File: config.mk
export PLATFORM = sky130hd
export DESIGN_NAME = switch_key_driver
export DESIGN_NICKNAME = d
export VERILOG_FILES = /design/src/rtl/switch_key_driver_pkg.sv /design/src/rtl/switch_key_driver_debounce_channel.sv /design/src/rtl/switch_key_driver.sv
export SDC_FILE = /design/constraint.sdc
export NUM_CORES = 1
export LEC_CHECK = 0
export ABC_AREA = 1
export CORE_ASPECT_RATIO = 0.75
export CORE_MARGIN = 2
export CORE_UTILIZATION = 45
export CTS_CLUSTER_DIAMETER = 30
export DETAILED_ROUTE_END_ITERATION = 16
export GPL_TIMING_DRIVEN = 0
export HOLD_SLACK_MARGIN = 0.06
export PLACE_DENSITY = 0.67
export SYNTH_ARGS = -nofsm -noshare
export SYNTH_HDL_FRONTEND = slang
export SYNTH_HIERARCHICAL = 1
export SYNTH_SLANG_ARGS = --single-unit
File: constraint.sdc
create_clock -name Clock -period 9.3 [get_ports Clock]
set_input_delay 2.79 -clock Clock [delete_from_list [all_inputs] [get_ports Clock]]
set_output_delay 2.79 -clock Clock [all_outputs]
set_load 0.005 [all_outputs]
File: src/rtl/switch_key_driver_pkg.sv
// Shared constants for the board-input peripheral that sits beside the LED tube display driver.
// Register offsets are word indices, i.e. Address[3:2] as decoded by the bridge.
package switch_key_driver_pkg;

    localparam int DISPLAY_SCALE = 25000;

    localparam int SWK_TICK_CYCLES  = 25000;
    localparam int SWK_STABLE_TICKS = 4;
    localparam int SWK_STB_W        = 3;

    localparam logic [1:0] SWK_ADDR_SW_LO = 2'd0;
    localparam logic [1:0] SWK_ADDR_SW_HI = 2'd1;
    localparam logic [1:0] SWK_ADDR_KEY   = 2'd2;
    localparam logic [1:0] SWK_ADDR_MASK  = 2'd3;

    function automatic logic [31:0] swk_key_word(input logic [7:0] press,
                                                 input logic [7:0] level);
        return {16'b0, press, level};
    endfunction

endpackage

File: src/rtl/switch_key_driver_debounce_channel.sv
// One debounced input: 2-flop synchroniser on the active-low raw pin, then a tick-driven
// stability counter that accepts a new level only after STABLE_TICKS consecutive disagreeing samples.
module switch_key_driver_debounce_channel
    import switch_key_driver_pkg::*;
#(
    parameter int STABLE_TICKS = SWK_STABLE_TICKS,
    parameter int STB_W        = SWK_STB_W
) (
    input  logic Clock,
    input  logic Reset,
    input  logic tick,
    input  logic raw_n,
    output logic level
);

    localparam logic [STB_W-1:0] STB_LAST = STB_W'(STABLE_TICKS - 1);

    logic             sync_1;
    logic             sync_2;
    logic             sample;
    logic             deb;
    logic [STB_W-1:0] stb;

    // Synchroniser resets to the released level so nothing looks pressed out of reset.
    always_ff @(posedge Clock or posedge Reset) begin
        if (Reset) begin
            sync_1 <= 1'b1;
            sync_2 <= 1'b1;
        end else begin
            sync_1 <= raw_n;
            sync_2 <= sync_1;
        end
    end

    assign sample = ~sync_2;

    always_ff @(posedge Clock or posedge Reset) begin
        if (Reset) begin
            deb <= 1'b0;
            stb <= '0;
        end else if (tick) begin
            if (sample == deb) begin
                stb <= '0;
            end else if (stb == STB_LAST) begin
                deb <= sample;
                stb <= '0;
            end else begin
                stb <= stb + STB_W'(1);
            end
        end
    end

    assign level = deb;

endmodule

File: src/rtl/switch_key_driver.sv
// CPU-readable DIP switch / push key peripheral with debounce, press latch and W1C.
// Define SWITCH_KEY_IRQ_EN to build the mask register and key interrupt; otherwise IRQ is tied 0.
module switch_key_driver
    import switch_key_driver_pkg::*;
#(
    parameter int TICK_CYCLES  = SWK_TICK_CYCLES,
    parameter int STABLE_TICKS = SWK_STABLE_TICKS,
    parameter int STB_W        = SWK_STB_W
) (
    input  logic        Clock,
    input  logic        Reset,
    input  logic        WE,
    input  logic [1:0]  Addr,
    input  logic [31:0] WD,
    output logic [31:0] RD,
    input  logic [63:0] Switch,
    input  logic [7:0]  Key,
    output logic        IRQ
);

    localparam int TICK_W = (TICK_CYCLES > 1) ? $clog2(TICK_CYCLES) : 1;
    localparam logic [TICK_W-1:0] TICK_LAST = TICK_W'(TICK_CYCLES - 1);
    localparam int NCH = 72;

    logic [TICK_W-1:0] tick_cnt;
    logic              tick;
    logic [NCH-1:0]    raw_all;
    logic [NCH-1:0]    deb_all;
    logic [63:0]       deb_switch;
    logic [7:0]        deb_key;
    logic [7:0]        key_prev;
    logic [7:0]        key_rise;
    logic [7:0]        key_clr;
    logic [7:0]        press;

    always_ff @(posedge Clock or posedge Reset) begin
        if (Reset) begin
            tick_cnt <= '0;
        end else if (tick) begin
            tick_cnt <= '0;
        end else begin
            tick_cnt <= tick_cnt + TICK_W'(1);
        end
    end

    assign tick = (tick_cnt == TICK_LAST);

    // Channels 0..63 are the switch banks, 64..71 the keys.
    assign raw_all = {Key, Switch};

    for (genvar c = 0; c < NCH; c++) begin : g_chan
        switch_key_driver_debounce_channel #(
            .STABLE_TICKS (STABLE_TICKS),
            .STB_W        (STB_W)
        ) u_chan (
            .Clock (Clock),
            .Reset (Reset),
            .tick  (tick),
            .raw_n (raw_all[c]),
            .level (deb_all[c])
        );
    end

    assign deb_switch = deb_all[63:0];
    assign deb_key    = deb_all[71:64];

    assign key_rise = deb_key & ~key_prev;
    assign key_clr  = (WE && (Addr == SWK_ADDR_KEY)) ? WD[15:8] : 8'h00;

    // A press edge landing in the same cycle as its W1C survives: set is ORed in after the clear.
    always_ff @(posedge Clock or posedge Reset) begin
        if (Reset) begin
            key_prev <= '0;
            press    <= '0;
        end else begin
            key_prev <= deb_key;
            press    <= (press & ~key_clr) | key_rise;
        end
    end

`ifdef SWITCH_KEY_IRQ_EN
    logic [7:0] mask;
    logic       irq_q;
    logic       unused_wd;

    always_ff @(posedge Clock or posedge Reset) begin
        if (Reset) begin
            mask  <= '0;
            irq_q <= 1'b0;
        end else begin
            if (WE && (Addr == SWK_ADDR_MASK)) begin
                mask <= WD[7:0];
            end
            irq_q <= |(press & mask);
        end
    end

    assign IRQ       = irq_q;
    assign unused_wd = ^WD[31:16];
`else
    logic unused_wd;

    assign IRQ       = 1'b0;
    assign unused_wd = ^{WD[31:16], WD[7:0]};
`endif

    always_comb begin
        RD = 32'h0;
        case (Addr)
            SWK_ADDR_SW_LO: RD = deb_switch[31:0];
            SWK_ADDR_SW_HI: RD = deb_switch[63:32];
            SWK_ADDR_KEY:   RD = swk_key_word(press, deb_key);
`ifdef SWITCH_KEY_IRQ_EN
            SWK_ADDR_MASK:  RD = {24'b0, mask};
`else
            SWK_ADDR_MASK:  RD = 32'h0;
`endif
            default:        RD = 32'h0;
        endcase
    end

endmodule

== Yosys cells after proc, flatten, opt, wreduce, memory -nomap -nowiden ==
Index checks and enable logic that the tools add are counted.

* Bitwise gates (word level): 149
* Reductions and logical operators: 74
* Add/sub/neg operators: 73
* Equal/unequal tests: 148
* Muxes and demuxes: 147

{| class="wikitable"
|+ Operators by type and width
! operator !! number
|-
| two-way mux 3 bit || 144
|-
| adder 3 x 1 -> 3 bit, second input constant || 72
|-
| == test 3 x 2 -> 1 bit, second input constant || 72
|-
| AND reduction 3 bit || 72
|-
| inverter 1 bit || 144
|-
| case mux 32 bit (4 select lines) || 1
|-
| == test 1 bit || 72
|-
| AND 8 bit || 2
|-
| inverter 8 bit || 2
|-
| adder 15 x 1 -> 15 bit, second input constant || 1
|-
| == test 15 bit, second input constant || 1
|-
| two-way mux 15 bit || 1
|-
| two-way mux 8 bit || 1
|-
| OR 8 bit || 1
|-
| == test 2 bit, second input constant || 2
|-
| == test 2 x 1 -> 1 bit, second input constant || 1
|-
| zero test 2 bit || 1
|-
| logical AND 1 bit || 1
|}

* Flip-flop bits (word level): 463
* Output and inout port bits: 33

== Depth between registers and ports, before layout ==
* Word-level depth: 6
* Gate-level depth with buffers: 9
* Depth with buffers taken out: 9

== Hierarchy ==
The synthesis kept the hierarchy.

{| class="wikitable"
|+ Modules (own cells, without submodules)
! module !! times used !! seq. area each (µm²) !! cells each !! area each (µm²)
|-
| switch_key_driver_debounce_channel || 72 || 152.6 || 29 || 262.8
|-
| switch_key_driver || 1 || 775.7 || 261 || 1868.0
|}

== Worst setup path before layout ==
No wires, ideal clock.

* Kind: reg2reg
* Start: reg tick_cnt[0]
* End: reg g_chan[0].u_chan.stb[0]
* Arrival: 7629 ps
* Period minus slack after synthesis: 7778 ps
* Stages on the path, launching flop included: 9
* Setup slack: 1522 ps
* Required time: 9151 ps
* Library setup time: 149 ps
* Cell sequence: dfrtp_1 > ha_1 > nand2_1 > nor2_1 > nand2_1 > inv_1 > inv_1 > nand2_1 > nand2_1

* Cells in the longest elaborated chain, start to end: 1

{| class="wikitable"
|+ RTL lines
! item !! line !! RTL
|-
| start: declaration || switch_key_driver.sv:25 || <nowiki>logic [TICK_W-1:0] tick_cnt;</nowiki>
|-
| start signal: assignment || switch_key_driver.sv:42 || <nowiki>tick_cnt <= tick_cnt + TICK_W'(1);</nowiki>
|-
| == test 15 bit || switch_key_driver.sv:46 || <nowiki>assign tick = (tick_cnt == TICK_LAST);</nowiki>
|-
| via tick || switch_key_driver.sv:26 || <nowiki>logic tick;</nowiki>
|-
| end signal: assignment || switch_key_driver_debounce_channel.sv:48 || <nowiki>stb <= stb + STB_W'(1);</nowiki>
|-
| end: declaration || switch_key_driver_debounce_channel.sv:22 || <nowiki>logic [STB_W-1:0] stb;</nowiki>
|}

The timed path passes the listed nets, and every way through them passes these cells.
A chain may end at the register's enable or synchronous reset.

== Final worst setup path ==
* Start: in Addr[1]
* End: out RD[13]

* Cells in the longest elaborated chain, start to end: 2

{| class="wikitable"
|+ RTL lines
! item !! line !! RTL
|-
| start: declaration || switch_key_driver.sv:13 || <nowiki>input logic [1:0] Addr,</nowiki>
|-
| == test 2 bit (tied with other cells) || switch_key_driver.sv:109 || <nowiki>case (Addr)</nowiki>
|-
| case mux 32 bit (4 select lines) * || switch_key_driver.sv:109 ||
|-
| end: declaration || switch_key_driver.sv:15 || <nowiki>output logic [31:0] RD,</nowiki>
|}

Mark *: on every way between the ends. The rest lies on a longest branch, timed or not.

==> results.md <==
• **result of the run** finished clean
• **clock input transition at the sequential cells of the worst setup and hold paths** 50 ps
• **layout filler cell count** 3841
• **Die Footprint** 0.04795 sq mm
• **chip height** 190.1 um
• **starting density of the core** 0.4541
• **clock period minus final worst setup slack** 7754 ps
• **async set or reset register ratio after synthesis** 1.000
• **most frequent cells in the layout** sky130_fd_sc_hd__nand2_1 (736), sky130_fd_sc_hd__dfrtp_1 (319), sky130_fd_sc_hd__inv_1 (314), sky130_fd_sc_hd__nand3_1 (247), sky130_fd_sc_hd__dfstp_2 (144)
• **areal power density over the cells** 216.8 mW/mm^2
• **Seq/Total Area, Yosys** 0.5661
• **total setup violations reported at the end of the flow** 0
• **share of final-layout standard cells stronger than drive strength 1** 0.2071
• **worst min path class** reg2reg
• **warning count from the yosys run** 6
• **port buffer count** 115
• **CP Data Arrival Time** 4960 ps
• **global-route wire length before repair** 71.97 mm
• **element type at the critical path end** output pin
• **post-CTS resize count** 0
• **placed wire-length estimate after detailed placement** 28.33 mm
• **Total Wirelength** 41.96 mm
• **Register Area** 0.01177 sq mm
• **overall power** 5.645 mW
• **leakage power summed over all cells** 13.11 nW
• **achievable clock frequency** 129.0 MHz
• **max layer used** met4
• **detailed-route via count** 15.52k
• **via count of the first global-routing pass** 15.69k
• **post-layout net count** 2742
• **Setup Slack @ Placement** 1474 ps
• **Mapped Area** 0.02079 sq mm
• **Worst Tran Pin Value** 686.2 ps
• **number of standard cells after synthesis** 2349
• **routed via count divided by cell count** 4.800
• **latest clock arrival within the worst-skew pair** 610 ps
• **routed wl met3** 1.970 mm
• **Hold Fails Final Rpt** 0
• **Tot GR Track Use** 0.1832
• **Bufs on Longest Clock Path** 3
• **number of storage elements in the synthesis netlist** 463
• **routed len/inst** 12.98 um
• **setup tns final** 0 ps
• **number of nets in the synthesized netlist** 2531
• **drt pass-1 iters** 6
• **number of remaining DRC errors** 0
• **Max H-tree Level** 3
• **die span in x** 252.2 um
• **crit path max fanout** 10
• **number of max-cap violations** 0
• **pin count of the biggest net entering global routing** 146
• **dominant synthesized flop cell** sky130_fd_sc_hd__dfrtp_1
• **hold buffer count at cts** 0
• **sum of met2 wire segment lengths after detailed routing** 19.26 mm
• **Initial DRC Count** 1020
• **post-synthesis cell type count** 23
• **Remaining Overflow, GRT** 0
• **Core ar.** 0.04577 sq mm
• **detailed-routing wirelength on met1** 19.86 mm
• **clock skew** 22.04 ps
• **Mean Syn Cell Area** 8.849 sq um
• **final worst slack** 1546 ps
• **Worst slew margin** 0.5419
• **number of standard-cell rows in the floorplan** 68
• **total clock sinks** 463
• **area of the multi-input gates** 0.007500 sq mm
• **Post-CTS Setup Bufs** 0
• **io pins** 142
• **unrepaired setup endpoints after global routing** no
• **TritonCTS buffer count** 91
• **number of antenna violations at the first check in global routing** 2
• **area grow syn2layout** 25.28%
• **commonest non-fill, non-tap cell in the layout** sky130_fd_sc_hd__nand2_1
• **crit share post-route** 0.8337
• **startpoint type of the worst setup path** input pin
• **critical path class** in2out
• **count of flip-flops with a built-in enable after synthesis** 0
• **CTS tree** done
• **worst vdd rail ir drop** 0.0001465 V
• **max-slew violations** 0
• **routability congestion estimate** 0.7790
• **CP Data Required Time** 6510 ps
• **clock tree root driver cell** sky130_fd_sc_hd__clkbuf_16
• **post-route antenna net violation count** 0
==> cells in the mapped netlist, types with 5 or more instances <==
cell type,instances,share of area
sky130_fd_sc_hd__a22o_1,16,0.0067
sky130_fd_sc_hd__nand3_1,247,0.059
sky130_fd_sc_hd__inv_2,73,0.013
sky130_fd_sc_hd__nand4_1,5,0.0015
sky130_fd_sc_hd__xor2_1,5,0.0021
sky130_fd_sc_hd__dfrtp_1,319,0.38
sky130_fd_sc_hd__nand2_2,75,0.023
sky130_fd_sc_hd__dfstp_2,144,0.18
sky130_fd_sc_hd__nand3_2,72,0.035
sky130_fd_sc_hd__nand2_1,736,0.13
sky130_fd_sc_hd__o21ai_0,8,0.0019
sky130_fd_sc_hd__buf_2,6,0.0014
sky130_fd_sc_hd__a21oi_1,72,0.017
sky130_fd_sc_hd__ha_1,73,0.044
sky130_fd_sc_hd__nor2_1,98,0.018
sky130_fd_sc_hd__inv_1,316,0.057
sky130_fd_sc_hd__o21ai_1,72,0.017
==> registers in the layout, summed over array words and instances, names as in the netlist <==
register              flops
tick_cnt                 15
g_chan.u_chan/stb       216
g_chan.u_chan/sync_2     72
key_prev                  8
g_chan.u_chan/level      72
g_chan.u_chan/sync_1     72
press                     8
==> through the flow <==
stage / area [sq um] / std cells / utilization / hold slack (ps)
final: 26040 / 3233 / 0.5689 / 348.3
after global routing: 26040 / 3232 / 0.5689 / 346.1
after CTS: 26040 / 3232 / 0.5689 / 349.2
after detailed placement: 22770 / 3062 / 0.4974 / 346.8
after global placement: 22680 / 3059 / 0.4955 / 345.3
after floorplan: 20790 / 2349 / - / 345.2
==> final cells by class <==
cell class,count,share of cell area
tap,595,0.02859
clock buffer,111,0.09585
antenna,1,0.00009609
multi-input combinational,1487,0.2880
sequential,463,0.4518
clock inverter,59,0.02969
buffer,10,0.002306
timing repair buffer,118,0.04728
inverter,389,0.05636
==> cells by family (layout without fill, tap and decap cells) <==
kind of cell,Yosys count,in the layout,share of synthesized area
and+or+nand+nor,1239,1239,0.2709
DFF,463,463,0.5661
buffers and inverters,399,687,0.07314
AOI/OAI and AO/OA,169,169,0.04370
adders and majority gates,73,73,0.04394
xor gates and xnor gates,5,5,0.002107
other,1,2,0.0001804
==> critical path: stages <==
cell and delay [ps]:
sky130_fd_sc_hd__clkdlybuf4s50_1 480, sky130_fd_sc_hd__inv_1 60, sky130_fd_sc_hd__nor2_2 440, sky130_fd_sc_hd__buf_2 370, sky130_fd_sc_hd__nand2_1 100, sky130_fd_sc_hd__nand3_1 160, sky130_fd_sc_hd__clkdlybuf4s50_1 540
==> routing by layer <==
layer	global-route usage	vias to the layer above
met5	0	-
met3	0.04241	74
li1	-	7850
met1	0.2403	7312
met4	0.06304	0
met2	0.2999	283
==> power breakdown <==
group | total (mW) | leakage, nW | internal, mW | switching (mW)
clock network | 3.41 | 1.58 | 2.31 | 1.10
registers | 2.10 | 5.96 | 2.08 | 0.0180
logic | 0.140 | 5.56 | 0.0493 | 0.0903
==> final timing paths <==
kind | start | to | slack (ps) | depth (start not counted)
worst min-delay path | g_chan[48].u_chan/sync_1 | g_chan[48].u_chan/sync_2 | 350 | 0
worst max register to register | tick_cnt[0] | g_chan[16].u_chan/stb[0] | 6560 | 9
worst min register to register | g_chan[48].u_chan/sync_1 | g_chan[48].u_chan/sync_2 | 350 | 0
worst max-delay path | Addr[1] | RD[13] | 1550 | 7
max in group asynchronous | Reset | key_prev[0] | 6250 | 2
min in group asynchronous | Reset | g_chan[10].u_chan/stb[0] | 2380 | 2
Note: power is estimated with default switching activity, not from simulation.
